==> src/rtl/matrix_stream_writer_if.sv <==
`default_nettype none
// ============================================================================
// Module   : matrix_stream_writer_if
// Purpose  : Bundles the data-source handshake, the FIFO write port and the
//            controller start/ready pair seen by matrix_stream_writer.
// Ports    : DIN / DIN_VALID / DIN_READY  valid/ready data source
//            FULL / FIFO_WR_EN / FIFO_IN_PORT  FIFO write side
//            CSTART / C_READY  matrix controller launch and completion
// Modports : master - the writer (drives FIFO writes, DIN_READY, CSTART)
//            slave  - the environment (source, FIFO status, controller)
// Revision : 1.0  initial release
// ============================================================================
interface matrix_stream_writer_if #(
  parameter int BIT_LENGTH = 16
);
  logic [BIT_LENGTH-1:0] DIN;
  logic                  DIN_VALID;
  logic                  DIN_READY;
  logic                  FULL;
  logic                  FIFO_WR_EN;
  logic [BIT_LENGTH-1:0] FIFO_IN_PORT;
  logic                  CSTART;
  logic                  C_READY;

  modport master (
    input  DIN,
    input  DIN_VALID,
    input  FULL,
    input  C_READY,
    output DIN_READY,
    output FIFO_WR_EN,
    output FIFO_IN_PORT,
    output CSTART
  );

  modport slave (
    output DIN,
    output DIN_VALID,
    output FULL,
    output C_READY,
    input  DIN_READY,
    input  FIFO_WR_EN,
    input  FIFO_IN_PORT,
    input  CSTART
  );
endinterface
`default_nettype wire

==> src/rtl/matrix_stream_writer.sv <==
`default_nettype none
// ============================================================================
// Module   : matrix_stream_writer
// Purpose  : Producer end of the matrix FIFO. Streams one 3x3 convolution
//            frame as interleaved {data, filter} words in the order the matrix
//            controller consumes them. Data arrives on a valid/ready source,
//            filter taps come from an internal register file written while
//            idle. Pulses CSTART once the first word is in the FIFO, then
//            waits for C_READY and pulses DONE.
// Ports    : Clk, Rst          clock, asynchronous active-high reset
//            START             frame request (sampled in IDLE only)
//            FILT_WE/ADDR/DIN  filter tap write port (IDLE only, ADDR 0..8)
//            BUSY              high in any state but IDLE
//            DONE              one-cycle frame-complete pulse
//            bus (master)      DIN/DIN_VALID/DIN_READY, FULL/FIFO_WR_EN/
//                              FIFO_IN_PORT, CSTART/C_READY
// Config   : MATRIX_WRITER_FLIP_EN - when defined, filter words are emitted
//            as filt[8-index] (kernel rotated 180 degrees, true convolution);
//            otherwise filt[index] (correlation order). Timing is identical.
// Revision : 1.0  initial release
// ============================================================================
module matrix_stream_writer #(
  parameter int BIT_LENGTH = 16,
  parameter int PORT_COUNT = 3,
  parameter int NUM_LOOP   = 3,
  parameter int IDX_W      = 4
) (
  input  wire logic                  Clk,
  input  wire logic                  Rst,
  input  wire logic                  START,
  input  wire logic                  FILT_WE,
  input  wire logic [IDX_W-1:0]      FILT_ADDR,
  input  wire logic [BIT_LENGTH-1:0] FILT_DIN,
  output logic                       BUSY,
  output logic                       DONE,
  matrix_stream_writer_if.master     bus
);

  localparam int               c_PAIRS    = PORT_COUNT * NUM_LOOP;
  localparam logic [IDX_W-1:0] c_LAST_IDX = IDX_W'(c_PAIRS - 1);

  typedef enum logic [2:0] {
    S_IDLE     = 3'd0,
    S_WR_DATA  = 3'd1,
    S_WR_FILT  = 3'd2,
    S_WAIT_RDY = 3'd3,
    S_DONE     = 3'd4
  } state_t;

  state_t                r_state;
  state_t                w_state_nxt;
  logic [IDX_W-1:0]      r_idx;
  logic [IDX_W-1:0]      w_idx_nxt;
  logic                  r_cstart;
  logic                  w_cstart_nxt;
  logic [BIT_LENGTH-1:0] r_filt [c_PAIRS];

  logic                  w_filt_wr;
  logic [IDX_W-1:0]      w_tap_sel;
  logic [BIT_LENGTH-1:0] w_tap;
  logic                  w_din_ready;
  logic                  w_wr_en;
  logic [BIT_LENGTH-1:0] w_wr_data;

  // --------------------------------------------------------------------------
  // Filter tap register file. Writes are accepted only while idle so the
  // kernel cannot change under a frame; out-of-range addresses are dropped.
  // --------------------------------------------------------------------------
  assign w_filt_wr = (r_state == S_IDLE) && FILT_WE && (FILT_ADDR <= c_LAST_IDX);

  always_ff @(posedge Clk or posedge Rst) begin
    if (Rst) begin
      for (int i = 0; i < c_PAIRS; i++) begin
        r_filt[i] <= '0;
      end
    end else begin
      for (int i = 0; i < c_PAIRS; i++) begin
        if (w_filt_wr && (FILT_ADDR == IDX_W'(i))) begin
          r_filt[i] <= FILT_DIN;
        end
      end
    end
  end

  // Tap selection: mirrored index walks the kernel backwards.
`ifdef MATRIX_WRITER_FLIP_EN
  assign w_tap_sel = c_LAST_IDX - r_idx;
`else
  assign w_tap_sel = r_idx;
`endif

  // Explicit compare-mux keeps the read in range for any IDX_W.
  always_comb begin
    w_tap = '0;
    for (int i = 0; i < c_PAIRS; i++) begin
      if (w_tap_sel == IDX_W'(i)) begin
        w_tap = r_filt[i];
      end
    end
  end

  // --------------------------------------------------------------------------
  // FSM state register
  // --------------------------------------------------------------------------
  always_ff @(posedge Clk or posedge Rst) begin
    if (Rst) begin
      r_state  <= S_IDLE;
      r_idx    <= '0;
      r_cstart <= 1'b0;
    end else begin
      r_state  <= w_state_nxt;
      r_idx    <= w_idx_nxt;
      r_cstart <= w_cstart_nxt;
    end
  end

  // --------------------------------------------------------------------------
  // FSM next-state and write-port outputs. Every FIFO write is qualified by
  // !FULL so a full FIFO simply freezes the sequence in place.
  // --------------------------------------------------------------------------
  always_comb begin
    w_state_nxt  = r_state;
    w_idx_nxt    = r_idx;
    w_cstart_nxt = 1'b0;
    w_din_ready  = 1'b0;
    w_wr_en      = 1'b0;
    w_wr_data    = '0;

    case (r_state)
      S_IDLE: begin
        if (START) begin
          w_state_nxt = S_WR_DATA;
          w_idx_nxt   = '0;
        end
      end

      S_WR_DATA: begin
        w_din_ready = !bus.FULL;
        if (bus.DIN_VALID && !bus.FULL) begin
          w_wr_en     = 1'b1;
          w_wr_data   = bus.DIN;
          w_state_nxt = S_WR_FILT;
          // Controller launch follows the frame's very first word, so it
          // never finds the FIFO empty when it starts reading.
          w_cstart_nxt = (r_idx == '0);
        end
      end

      S_WR_FILT: begin
        if (!bus.FULL) begin
          w_wr_en   = 1'b1;
          w_wr_data = w_tap;
          if (r_idx == c_LAST_IDX) begin
            w_state_nxt = S_WAIT_RDY;
          end else begin
            w_idx_nxt   = r_idx + IDX_W'(1);
            w_state_nxt = S_WR_DATA;
          end
        end
      end

      S_WAIT_RDY: begin
        if (bus.C_READY) begin
          w_state_nxt = S_DONE;
        end
      end

      S_DONE: begin
        w_state_nxt = S_IDLE;
      end

      default: begin
        w_state_nxt = S_IDLE;
      end
    endcase
  end

  // --------------------------------------------------------------------------
  // Outputs
  // --------------------------------------------------------------------------
  assign bus.DIN_READY    = w_din_ready;
  assign bus.FIFO_WR_EN   = w_wr_en;
  assign bus.FIFO_IN_PORT = w_wr_data;
  assign bus.CSTART       = r_cstart;
  assign BUSY             = (r_state != S_IDLE);
  assign DONE             = (r_state == S_DONE);

endmodule
`default_nettype wire

==> src/flat_wrapper.sv <==
// flat-port wrapper written by rule: the top's interface ports become plain ports
module matrix_stream_writer_flat 
#(
  parameter int BIT_LENGTH = 16,
  parameter int PORT_COUNT = 3,
  parameter int NUM_LOOP   = 3,
  parameter int IDX_W      = 4
)
  (Clk, Rst, START, FILT_WE, FILT_ADDR, FILT_DIN, BUSY, DONE, bus_DIN, bus_DIN_VALID, bus_FULL, bus_C_READY, bus_DIN_READY, bus_FIFO_WR_EN, bus_FIFO_IN_PORT, bus_CSTART);
  matrix_stream_writer_if #(.BIT_LENGTH(BIT_LENGTH)) bus_i ();
  input  wire logic Clk;
  input  wire logic Rst;
  input  wire logic START;
  input  wire logic FILT_WE;
  input  wire logic [IDX_W-1:0] FILT_ADDR;
  input  wire logic [BIT_LENGTH-1:0] FILT_DIN;
  output logic BUSY;
  output logic DONE;
  input wire logic [$bits(bus_i.DIN)-1:0] bus_DIN;
  input wire logic [$bits(bus_i.DIN_VALID)-1:0] bus_DIN_VALID;
  input wire logic [$bits(bus_i.FULL)-1:0] bus_FULL;
  input wire logic [$bits(bus_i.C_READY)-1:0] bus_C_READY;
  output wire logic [$bits(bus_i.DIN_READY)-1:0] bus_DIN_READY;
  output wire logic [$bits(bus_i.FIFO_WR_EN)-1:0] bus_FIFO_WR_EN;
  output wire logic [$bits(bus_i.FIFO_IN_PORT)-1:0] bus_FIFO_IN_PORT;
  output wire logic [$bits(bus_i.CSTART)-1:0] bus_CSTART;
  assign bus_i.DIN = bus_DIN;
  assign bus_i.DIN_VALID = bus_DIN_VALID;
  assign bus_i.FULL = bus_FULL;
  assign bus_i.C_READY = bus_C_READY;
  assign bus_DIN_READY = bus_i.DIN_READY;
  assign bus_FIFO_WR_EN = bus_i.FIFO_WR_EN;
  assign bus_FIFO_IN_PORT = bus_i.FIFO_IN_PORT;
  assign bus_CSTART = bus_i.CSTART;
  matrix_stream_writer #(.BIT_LENGTH(BIT_LENGTH), .PORT_COUNT(PORT_COUNT), .NUM_LOOP(NUM_LOOP), .IDX_W(IDX_W)) u_core (.Clk(Clk), .Rst(Rst), .START(START), .FILT_WE(FILT_WE), .FILT_ADDR(FILT_ADDR), .FILT_DIN(FILT_DIN), .BUSY(BUSY), .DONE(DONE), .bus(bus_i));
endmodule
==> config.mk <==
export PLATFORM = sky130hd
export DESIGN_NAME = matrix_stream_writer_flat
export DESIGN_NICKNAME = d
export VERILOG_FILES = /design/src/rtl/matrix_stream_writer_if.sv /design/src/rtl/matrix_stream_writer.sv /design/src/flat_wrapper.sv
export SDC_FILE = /design/constraint.sdc
export NUM_CORES = 1
export LEC_CHECK = 0
export BUFFER_PORTS_ARGS = -buffer_cell sky130_fd_sc_hd__buf_2
export CAP_MARGIN = 0
export CORE_MARGIN = 3
export CORE_UTILIZATION = 35
export DETAILED_ROUTE_END_ITERATION = 6
export GPL_TIMING_DRIVEN = 1
export PLACE_DENSITY = 0.62
export SETUP_SLACK_MARGIN = 0.3
export SLEW_MARGIN = 20
export SYNTH_ARGS = -nofsm -noshare
export SYNTH_HDL_FRONTEND = slang
export SYNTH_SLANG_ARGS = --single-unit
==> constraint.sdc <==
create_clock -name Clk -period 4.6 [get_ports Clk]
set_clock_uncertainty 0.05 [all_clocks]
set_input_delay 0.46 -clock Clk [delete_from_list [all_inputs] [get_ports Clk]]
set_output_delay 0.46 -clock Clk [all_outputs]
set_load 0.01 [all_outputs]
==> summary.txt, run 1 <==
Run status
  – Status: finished clean

Timing
  – Rel. slew slack: a little under a third
  – Fin. max-slew vios: 0
  – Endpoints failing setup: 0
  – Final min period: 3955 ps
  – Setup_tns: 0 ps
  – Hold WS: 190.3 ps
  – Worst slew pin tran: 1038 ps
  – RSZ-0062 raised after global routing: false
  – Final worst slack: 644.7 ps
  – Part of the cycle the worst path needs: roughly 86%
  – Final Hold Vio Count: 0
  – Top achievable clock speed: 252.8 MHz

Power and ir drop
  – Leak pwr: about 3.8 nW
  – Psw: 0.001636 W
  – Clk pwr share: 26.7%
  – Pwr dens: 585.9 nW/um^2
  – Worst vdd ir: 300.1 uV
  – P_int: 0.003562 W
  – Switching Share: 31.47%
  – Seq pwr share: 44.9%
  – Combinational share of power: about 28%

Synthesis
  – Synth unique cells: 51
  – Async SR Flop Fraction: 100.0%
  – Synthesized area per cell: about 11 um^2
  – Syn. warnings: 0
  – Number of synthesized register bits: 152
  – Seq/Total Area, Yosys: 48.81%
  – Cell count after synthesis: 683
  – Mapped cell area: roughly 7800 um^2
  – Synth Flop Type: dfrtp_1
  – EDFF count, synth: 0
  – Syn Nets: 730

Layout
  – Most frequent cells in the layout: dfrtp_1, mux2_2, buf_2, nand2_1, a21oi_1
  – Final cell count without fillers: 1006
  – Commonest non-fill, non-tap cell in the layout: dfrtp_1
  – # nets final: 766
  – Synth-to-Final Area Change: 13.86%
  – Post-route cell area: approximately 9000 um^2
  – Share of layout cells above drive strength 1: 35.43%
  – ANT cells: 0

Global route
  – Initial antenna violation count: 3
  – Largest net degree at the start of global routing: 153
  – First-pass GRT wire length: 34270 um
  – Vias in the first global route: 5656
  – Congestion Overflow GR: 0
  – GRT Overall Usage: a little under a fifth

Setup path
  – CP cell instances: ha_2 > or4_1 > a21oi_1 > a2111oi_0 > o21ai_1 > buf_2
  – Worst path max stage delay: between 700 and 800 ps
  – Critical Path RT: about 4100 ps
  – Worst Setup Path Type: register to output port
  – Crit end category: output port
  – CP max stage cell: or4_1
  – Startpoint types: register
  – Worst Path Arrival: 3450 ps
  – Crit-path max FO: 33

Floorplan
  – Die Area: 24090 um^2
  – Die span in y: 155.2 um
  – Initial Util: 36.38%
  – Cell Rows: 53
  – I/O Pins: between 60 and 70
  – DIE WIDTH: 155.2 um
  – Core ar.: between 20000 and 25000 um^2

Routing
  – Final WL: 22360 um
  – DR pass1 iterations: 5
  – Routed wire per std cell: 22.23 um
  – Via Count: 5748
  – Antenna Nets Post-Route: 0
  – DRT iter0 DRCs: between 500 and 600
  – DRC Markers: 0
  – Vias per Instance: 5.714

Clock tree
  – Clk sink count: 152
  – Clock transition at the registers of the reported paths: 60 ps
  – TritonCTS Buffers: 17
  – Clk Latency, worst-skew pair: ~420 ps
  – Post CTS Setup Buffer Count: 0
  – Clock root buffer: clkbuf_16
  – Post-CTS Hold Fix Bufs: 0
  – CTS tree: done
  – Longest Clk Path Bufs: 2
  – Post-cts repair resize count: 0
  – H-tree depth: 4

Place
  – Area post-placement: a little over 8000 um^2
  – Cells after DPL: slightly below 1000
  – Placer Congestion: around 0.83
  – Post-Place Worst Slack: 1202 ps
  – Hpwl dp: between 10000 and 15000 um
  – Port Buffers: 63

Min path
  – Hold Path Class: input pin to asynchronous set/reset pin

Job
  – Max Cap Violations: 0
-- power by group through the flow --
stage	Clock (W)	Combinational [W]	Sequential (W)
global placement	0	0.00144	0.00232
detailed placement	0	0.00147	0.00233
floorplan	0	0.00115	0.00220
CTS	0.00141	0.00147	0.00232
finish	0.00139	0.00148	0.00233
global route	0.00147	0.00161	0.00240
-- flip-flops by register name (all words and copies together), names as in the netlist --
name / flops
u_core.bus.CSTART: 1
u_core.r_filt: 144
u_core.r_idx: 4
u_core.r_state: 3
-- metrics by stage --
step                util [%]  power (W)
global route           41.42   0.005477
global placement       38.63   0.003762
finish                 41.42   0.005198
detailed placement     38.63   0.003805
floorplan                  -   0.003354
CTS                    41.35   0.005197
-- cells in the mapped netlist, types with 2 or more instances --
cell / n / area share, %
buf_4: 6 / 0.58
mux2_2: 141 / 20
nand4_1: 2 / 0.16
a22o_1: 2 / 0.22
a22oi_1: 15 / 1.4
nand2b_1: 20 / 1.6
nand3_1: 14 / 0.90
inv_1: 6 / 0.29
o21ai_1: 5 / 0.32
a32o_1: 2 / 0.26
o22ai_1: 15 / 1.2
a21oi_1: 36 / 2.3
nand3b_1: 31 / 3.0
a2111oi_0: 16 / 1.8
nor3_4: 2 / 0.42
dfrtp_1: 152 / 49
o2111ai_1: 15 / 1.7
nand2_1: 53 / 2.6
o21ai_0: 31 / 2.0
o31ai_1: 2 / 0.19
mux2_1: 2 / 0.29
and2_1: 2 / 0.16
mux2_4: 2 / 0.39
or3_1: 3 / 0.24
o21a_1: 2 / 0.19
nor2b_1: 22 / 1.8
buf_1: 2 / 0.096
or4_1: 3 / 0.29
buf_6: 4 / 0.58
ha_1: 4 / 0.64
buf_2: 13 / 0.83
nor3_1: 2 / 0.13
nor4_4: 2 / 0.55
clkbuf_1: 35 / 1.7
nor2_1: 3 / 0.14
-- layout make-up --
class,count,area (um^2)
fillers,2039,12550
multi-input cells,465,3675
clock buffers,23,488.0
repair buffers,77,440.4
clock inverters,8,95.09
well taps,275,344.1
inverters,6,26.28
flip-flops and latches,152,3804
-- routing by layer --
metal | up-vias | GRT usage, % | share of wire (%)
met5 | - | 0 | 0.24
met4 | 6 | 5.294 | 1.5
met3 | 35 | 4.896 | 7.2
met2 | 199 | 28.74 | 46
met1 | 2933 | 25.72 | 45
li1 | 2575 | - | -
-- kinds of logic after synthesis --
family / share of synthesized area, %
adder cells (fa/ha/maj): 0.6423
multiplexers: 21.05
buffers and inverters: 4.062
flip-flops: 48.81
AND/OR/NAND/NOR: 13.31
AO/OA/AOI/OAI: 12.12
-- worst paths after layout --
kind	start	to	slack [ps]	depth (start not counted)
worst min-delay path	Rst	u_core.r_filt[78]	190	3
min in group Clk	bus_C_READY	u_core.r_state[2]	240	3
worst max register to register	u_core.r_state[1]	u_core.r_filt[48]	1510	4
max in group asynchronous	Rst	u_core.r_filt[49]	3650	3
worst max-delay path	u_core.r_idx[0]	bus_FIFO_IN_PORT[15]	640	6
worst min register to register	u_core.r_filt[62]	u_core.r_filt[62]	450	1
-- critical path: cells and delay by family, from the launching register on --
family | cells | cell delay [ps]
flip-flops | 1 | 450
AO/OA/AOI/OAI | 3 | 980
buffers and inverters | 1 | 190
AND/OR/NAND/NOR | 1 | 770
adder cells (fa/ha/maj) | 1 | 640
Power figures use the tool's default switching activity.
==> run 2, diff against run 1 <==
--- a/config.mk
+++ b/config.mk
@@ -7,11 +7,12 @@
 export LEC_CHECK = 0
 export BUFFER_PORTS_ARGS = -buffer_cell sky130_fd_sc_hd__buf_2
 export CAP_MARGIN = 0
-export CORE_MARGIN = 3
-export CORE_UTILIZATION = 35
+export CORE_ASPECT_RATIO = 0.7
+export CORE_MARGIN = 1.5
+export CORE_UTILIZATION = 54
 export DETAILED_ROUTE_END_ITERATION = 6
 export GPL_TIMING_DRIVEN = 1
-export PLACE_DENSITY = 0.62
+export PLACE_DENSITY = 0.85
 export SETUP_SLACK_MARGIN = 0.3
 export SLEW_MARGIN = 20
 export SYNTH_ARGS = -nofsm -noshare
==> summary.txt, run 2 (synthesized netlist as in run 1, its figures left out) <==
Timing
  – Final worst slack: 647.9 ps (+3.226 ps)
  – Worst slew pin tran: 1076 ps (+38.42 ps)
  – RSZ-0062 raised after global routing: false
  – Endpoints failing setup: 0 (unchanged)
  – Part of the cycle the worst path needs: 85.91% (about the same)
  – Final min period: 3952 ps (-3.226 ps)
  – Setup_tns: 0 ps (unchanged)
  – Fin. max-slew vios: 0 (unchanged)
  – Final Hold Vio Count: 0 (unchanged)
  – Rel. slew slack: 28.25% (-2.3 points)
  – Top achievable clock speed: 253.0 MHz (about the same)

Layout
  – Share of layout cells above drive strength 1: 35.38% (-0.048 points)
  – Largest regs: u_core.r_filt (144), u_core.r_idx (4), u_core.r_state (3)
  – Max reg flops: 144 (unchanged)
  – Utilization after layout: 62.44% (+21 points)
  – Largest Register: u_core.r_filt
  – Most frequent cells in the layout: dfrtp_1, mux2_2, buf_2, nand2_1, a21oi_1
  – Synth-to-Final Area Change: 12.25%
  – # nets final: 766 (unchanged)
  – Final cell count without fillers: 923 (-8.3%)
  – Commonest non-fill, non-tap cell in the layout: dfrtp_1

Power and ir drop
  – Tot Pwr: 0.005249 W (+0.99%)
  – Leak pwr: 3.818 nW (-0.27%)
  – Pwr dens: 600.1 nW/um^2 (+2.4%)
  – Worst vdd ir: 251.1 uV (-16%)

Clock tree
  – Post CTS Setup Buffer Count: 0 (unchanged)
  – Post-cts repair resize count: 0 (unchanged)
  – H-tree depth: 4 (unchanged)
  – Clock transition at the registers of the reported paths: 60 ps (about the same)
  – TritonCTS Buffers: 17 (unchanged)
  – Clk Latency, worst-skew pair: 420 ps (about the same)
  – Longest Clk Path Bufs: 2 (unchanged)
  – Clock root buffer: clkbuf_16
  – Post-CTS Hold Fix Bufs: 0 (unchanged)
  – CTS tree: done
  – Clk sink count: 152 (unchanged)

Global route
  – GRT Overall Usage: 29.46% (+11 points)
  – Largest net degree at the start of global routing: 153 (unchanged)
  – Congestion Overflow GR: 0 (unchanged)
  – First-pass GRT wire length: 34380 um (+0.34%)
  – Initial antenna violation count: 1 (-2)
  – Vias in the first global route: 6197 (+9.6%)

Routing
  – Via Count: 6083 (+5.8%)
  – DR pass1 iterations: 7 (+2)
  – Antenna Nets Post-Route: 0 (unchanged)
  – Routed wire per std cell: 23.46 um (+5.6%)
  – DRC Markers: 3 (+3)
  – Vias per Instance: 6.590 (+15%)
  – DRT iter0 DRCs: 774 (+41%)
  – Final WL: 21660 um (-3.1%)

Setup path
  – Worst Setup Path Type: register to output port
  – Worst path max stage delay: 880 ps (+110 ps)
  – CP Depth: 8 (+2)
  – CP cell instances: inv_1 > ha_1 > buf_4 > nand3b_1 > a21oi_1 > a2111oi_0 > o21ai_0 > buf_2
  – CP max stage cell: ha_1
  – Startpoint types: register
  – Worst Path Arrival: 3440 ps (about the same)
  – Critical Path RT: 4090 ps (about the same)
  – Cells on worst reg2reg path: 4 (unchanged)
  – Crit end category: output port
  – Crit-path max FO: 24 (-27%)
  – CP top delay family: compound AO/OA/AOI/OAI gates
  – CP Buf/Inv Count: 3 (+2)

Floorplan
  – Die Area: 15170 um^2 (-37%)
  – Initial Util: 55.63% (+19 points)
  – Cell Rows: 36 (-32%)
  – Core ar.: 14010 um^2 (-35%)
  – I/O Pins: 64 (unchanged)
  – Die span in y: 103.5 um (-33%)
  – DIE WIDTH: 146.6 um (-5.6%)

Place
  – Post-Place Worst Slack: 1223 ps (+20.29 ps)
  – Placer Congestion: 0.9035 (+8.4%)
  – Hpwl dp: 13880 um (-1.1%)
  – Cells after DPL: 890 (-8.6%)
  – Port Buffers: 63 (unchanged)

Run status
  – Failing checks: DRC
  – Status: finished with violations

Job
  – Max Cap Violations: 0 (unchanged)

Min path
  – Hold Path Class: input pin to asynchronous set/reset pin
-- run 2: changes by cell type in the layout (fill, tap and decap cells not counted), moves of 2 or more --
cell,delta
inv_6,+5
clkinv_4,+2
clkbuf_8,-2
clkinv_2,-3
-- run 2: final timing paths --
kind | start | end | slack [ps]
max in group asynchronous | Rst | u_core.r_filt[49] | 3720
setup reg to reg | u_core.r_state[0] | u_core.r_filt[78] | 1630
hold / removal | Rst | u_core.r_filt[109] | 240
hold reg to reg | u_core.r_filt[53] | u_core.r_filt[53] | 450
setup / recovery | u_core.r_idx[1] | bus_FIFO_IN_PORT[9] | 650
min in group Clk | bus_C_READY | u_core.r_state[2] | 250
-- run 2: layout make-up --
cell class / count / area, um^2
antenna: 1 / 2.502
sequential: 152 / 3804
tap: 190 / 237.7
clock buffer: 21 / 460.4
inverter: 6 / 26.28
multi-input combinational: 465 / 3672
fill: 998 / 5261
timing repair buffer: 77 / 432.9
clock inverter: 11 / 111.4
-- run 2: stage by stage --
stage / cell area, um^2 / hold WS, ps
after floorplan: 7796 / 414.6
after global placement: 8173 / 425.0
after detailed placement: 8173 / 437.9
after CTS: 8745 / 247.3
after global routing: 8747 / 254.4
final: 8747 / 237.8
-- run 2: power by group --
| group | internal, W | switching (W) | leakage [nW] |
|---|---|---|---|
| logic | 0.000768 | 0.000762 | 1.56 |
| clock network | 0.000782 | 0.000574 | 0.275 |
| registers | 0.00195 | 0.000409 | 1.98 |
-- run 2: metal layers --
| layer | share of wire, % | global-route usage, % | vias up | wire, um |
|---|---|---|---|---|
| li1 | - | - | 2584 | - |
| met1 | 42 | 40.92 | 3023 | 9045 |
| met2 | 44 | 42.99 | 423 | 9551 |
| met3 | 12 | 9.251 | 53 | 2492 |
| met4 | 2.6 | 11.69 | 0 | 567 |
| met5 | 0 | 0 | - | 0 |
-- run 2: worst reg2reg max path, stage by stage, from the launching register on --
cell,delay (ps)
dfrtp_1,510
nor4b_2,520
nand2b_1,390
nor3_4,940
mux2_2,440
==> run 3, diff against run 2 <==
--- a/config.mk
+++ b/config.mk
@@ -7,7 +7,7 @@
 export LEC_CHECK = 0
 export BUFFER_PORTS_ARGS = -buffer_cell sky130_fd_sc_hd__buf_2
 export CAP_MARGIN = 0
-export CORE_ASPECT_RATIO = 0.7
+export CORE_ASPECT_RATIO = 1.25
 export CORE_MARGIN = 1.5
 export CORE_UTILIZATION = 54
 export DETAILED_ROUTE_END_ITERATION = 6
==> summary.txt, run 3 (synthesized netlist as in run 1, its figures left out) <==
Power and ir drop
  – Pwr dens: 589.6 nW/um^2 (-1.7%)
  – Leak pwr: 3.792 nW (-0.67%)
  – Worst vdd ir: 318.6 uV (+27%)
  – Tot Pwr: 0.005114 W (-2.6%)

Floorplan
  – Core ar.: 13930 um^2 (-0.54%)
  – DIE WIDTH: 110.4 um (-25%)
  – I/O Pins: 64 (unchanged)
  – Die Area: 15160 um^2 (about the same)
  – Die span in y: 137.3 um (+33%)
  – Initial Util: 55.93% (+0.30 points)
  – Cell Rows: 48 (+33%)

Timing
  – Rel. slew slack: 27.62% (-0.63 points)
  – Final worst slack: 627.3 ps (-20.63 ps)
  – Final min period: 3973 ps (+20.63 ps)
  – RSZ-0062 raised after global routing: false
  – Part of the cycle the worst path needs: 86.36% (+0.45 points)
  – Worst slew pin tran: 1086 ps (+9.386 ps)
  – Top achievable clock speed: 251.7 MHz (-0.52%)
  – Endpoints failing setup: 0 (unchanged)
  – Hold WS: 227.7 ps (-10.13 ps)
  – Fin. max-slew vios: 0 (unchanged)
  – Final Hold Vio Count: 0 (unchanged)
  – Setup_tns: 0 ps (unchanged)

Layout
  – Synth-to-Final Area Change: 11.30%
  – Share of layout cells above drive strength 1: 34.52% (-0.86 points)
  – # nets final: 765 (-0.13%)
  – Largest Register: u_core.r_filt
  – Most frequent cells in the layout: dfrtp_1, mux2_2, buf_2, nand2_1, a21oi_1
  – Largest regs: u_core.r_filt (144), u_core.r_idx (4), u_core.r_state (3)
  – Max reg flops: 144 (unchanged)
  – Commonest non-fill, non-tap cell in the layout: dfrtp_1
  – Fillers: 1072 (+7.4%)
  – Post-route cell area: 8673 um^2 (-0.84%)
  – ANT cells: 0 (-1)

Routing
  – Routed wire per std cell: 23.47 um (about the same)
  – Met3 wire len: 1762 um (-29%)
  – DRT iter0 DRCs: 674 (-13%)
  – Final WL: 21240 um (-1.9%)
  – Vias per Instance: 6.777 (+2.8%)
  – DRC Markers: 0 (-3)
  – DR top layer: met4
  – Antenna Nets Post-Route: 0 (unchanged)
  – DR pass1 iterations: 6 (-1)
  – Via Count: 6133 (+0.82%)
  – Post-Route M1 WL: 8059 um (-11%)
  – WL met2: 10150 um (+6.2%)

Global route
  – Congestion Overflow GR: 0 (unchanged)
  – Vias in the first global route: 6280 (+1.3%)
  – GRT Overall Usage: 28.54% (-0.92 points)
  – Largest net degree at the start of global routing: 145 (-5.2%)
  – Initial antenna violation count: 0 (-1)
  – First-pass GRT wire length: 33280 um (-3.2%)

Clock tree
  – H-tree depth: 4 (unchanged)
  – Clk Latency, worst-skew pair: 430 ps (about the same)
  – Post CTS Setup Buffer Count: 0 (unchanged)
  – CTS tree: done
  – Longest Clk Path Bufs: 2 (unchanged)
  – Clock root buffer: clkbuf_16
  – Clk sink count: 152 (unchanged)
  – Clock transition at the registers of the reported paths: 60 ps (about the same)
  – TritonCTS Buffers: 17 (unchanged)

Min path
  – Worst hold start: bus_C_READY
  – Worst hold endpoint: u_core.r_state[2]
  – Hold Path Class: input pin to register
  – Worst Hold Depth: 3

Place
  – Post-Place Worst Slack: 955.8 ps (-266.8 ps)
  – Placer Congestion: 0.9241 (+2.3%)
  – Hpwl dp: 13060 um (-5.9%)
  – Area post-placement: 8139 um^2 (-0.41%)
  – Port Buffers: 63 (unchanged)

Setup path
  – RR Endpoint: u_core.r_filt[65]
  – Critical Path RT: 4090 ps (about the same)
  – Startpoint types: register
  – Crit end category: output port
  – Worst Setup Path Type: register to output port
  – R2R Setup Slk: 1480 ps (-150 ps)
  – Worst Path Arrival: 3460 ps (+20 ps)
  – Reg2reg start: u_core.r_state[1]
  – Crit-path max FO: 25 (+4.2%)
  – Cells on worst reg2reg path: 4 (unchanged)

Run status
  – Status: finished clean

Job
  – Max Cap Violations: 0 (unchanged)
run 3: changes by cell type in the layout (fill, tap and decap cells not counted), sizes merged:
cell / previous run / this run
bufinv: 1 / 0
inv: 10 / 5
buf: 77 / 75
clkbuf: 21 / 28
clkinvlp: 3 / 1
diode: 1 / 0
dlygate4sd3: 0 / 1
run 3: stage by stage:
stage | util [%] | cells
final | 62.25 | 905
after global routing | 62.25 | 905
after CTS | 62.23 | 905
after detailed placement | 58.41 | 873
after global placement | 58.41 | 873
after floorplan | - | 683
run 3: critical path, cell delays in order, from the launching register on:
cell and delay (ps):
dfrtp_1 940, nor2b_1 280, and2_1 490, a2111oi_0 990
o21ai_0 140, buf_2 180
run 3: what timing repair did:
item	in CTS	in global routing
hold buffers	1	0
endpoints found under the hold margin	8	0
endpoints found under the setup margin	0	3
resized for setup	0	1
run 3: worst max path at each step:
| stage | endpoint | slack (ps) | start | cells past startpoint |
|---|---|---|---|---|
| floorplan | bus_FIFO_IN_PORT[5] | 2080 | u_core.r_idx[0] | 8 |
| global placement | bus_FIFO_IN_PORT[0] | 850 | u_core.r_idx[0] | 6 |
| detailed placement | bus_FIFO_IN_PORT[0] | 960 | u_core.r_idx[0] | 6 |
| CTS | bus_FIFO_IN_PORT[0] | 500 | u_core.r_idx[0] | 6 |
| global route | bus_FIFO_IN_PORT[5] | 470 | u_core.r_state[1] | 6 |
| finish | bus_FIFO_IN_PORT[0] | 630 | u_core.r_idx[3] | 5 |
run 3: layer usage:
layer  vias up  GRT usage [%]
li1       2574              -
met1      3079          34.93
met2       376          45.68
met3       104          6.203
met4         0          19.52
met5         -              0
run 3: report_power, final:
| part | switching (W) | total [W] | internal, W |
|---|---|---|---|
| sequential | 0.000402 | 0.00236 | 0.00196 |
| clock | 0.000514 | 0.00126 | 0.000741 |
| combinational | 0.000741 | 0.00150 | 0.000761 |
run 3: area by class of cell:
cell class	count	area [um^2]	area share [%]
flip-flops and latches	152	3804	43.85
multi-input cells	465	3675	42.37
clock buffers	28	506.7	5.842
repair buffers	76	427.9	4.934
well taps	175	219.0	2.525
inverters	6	26.28	0.3029
clock inverters	3	15.01	0.1731
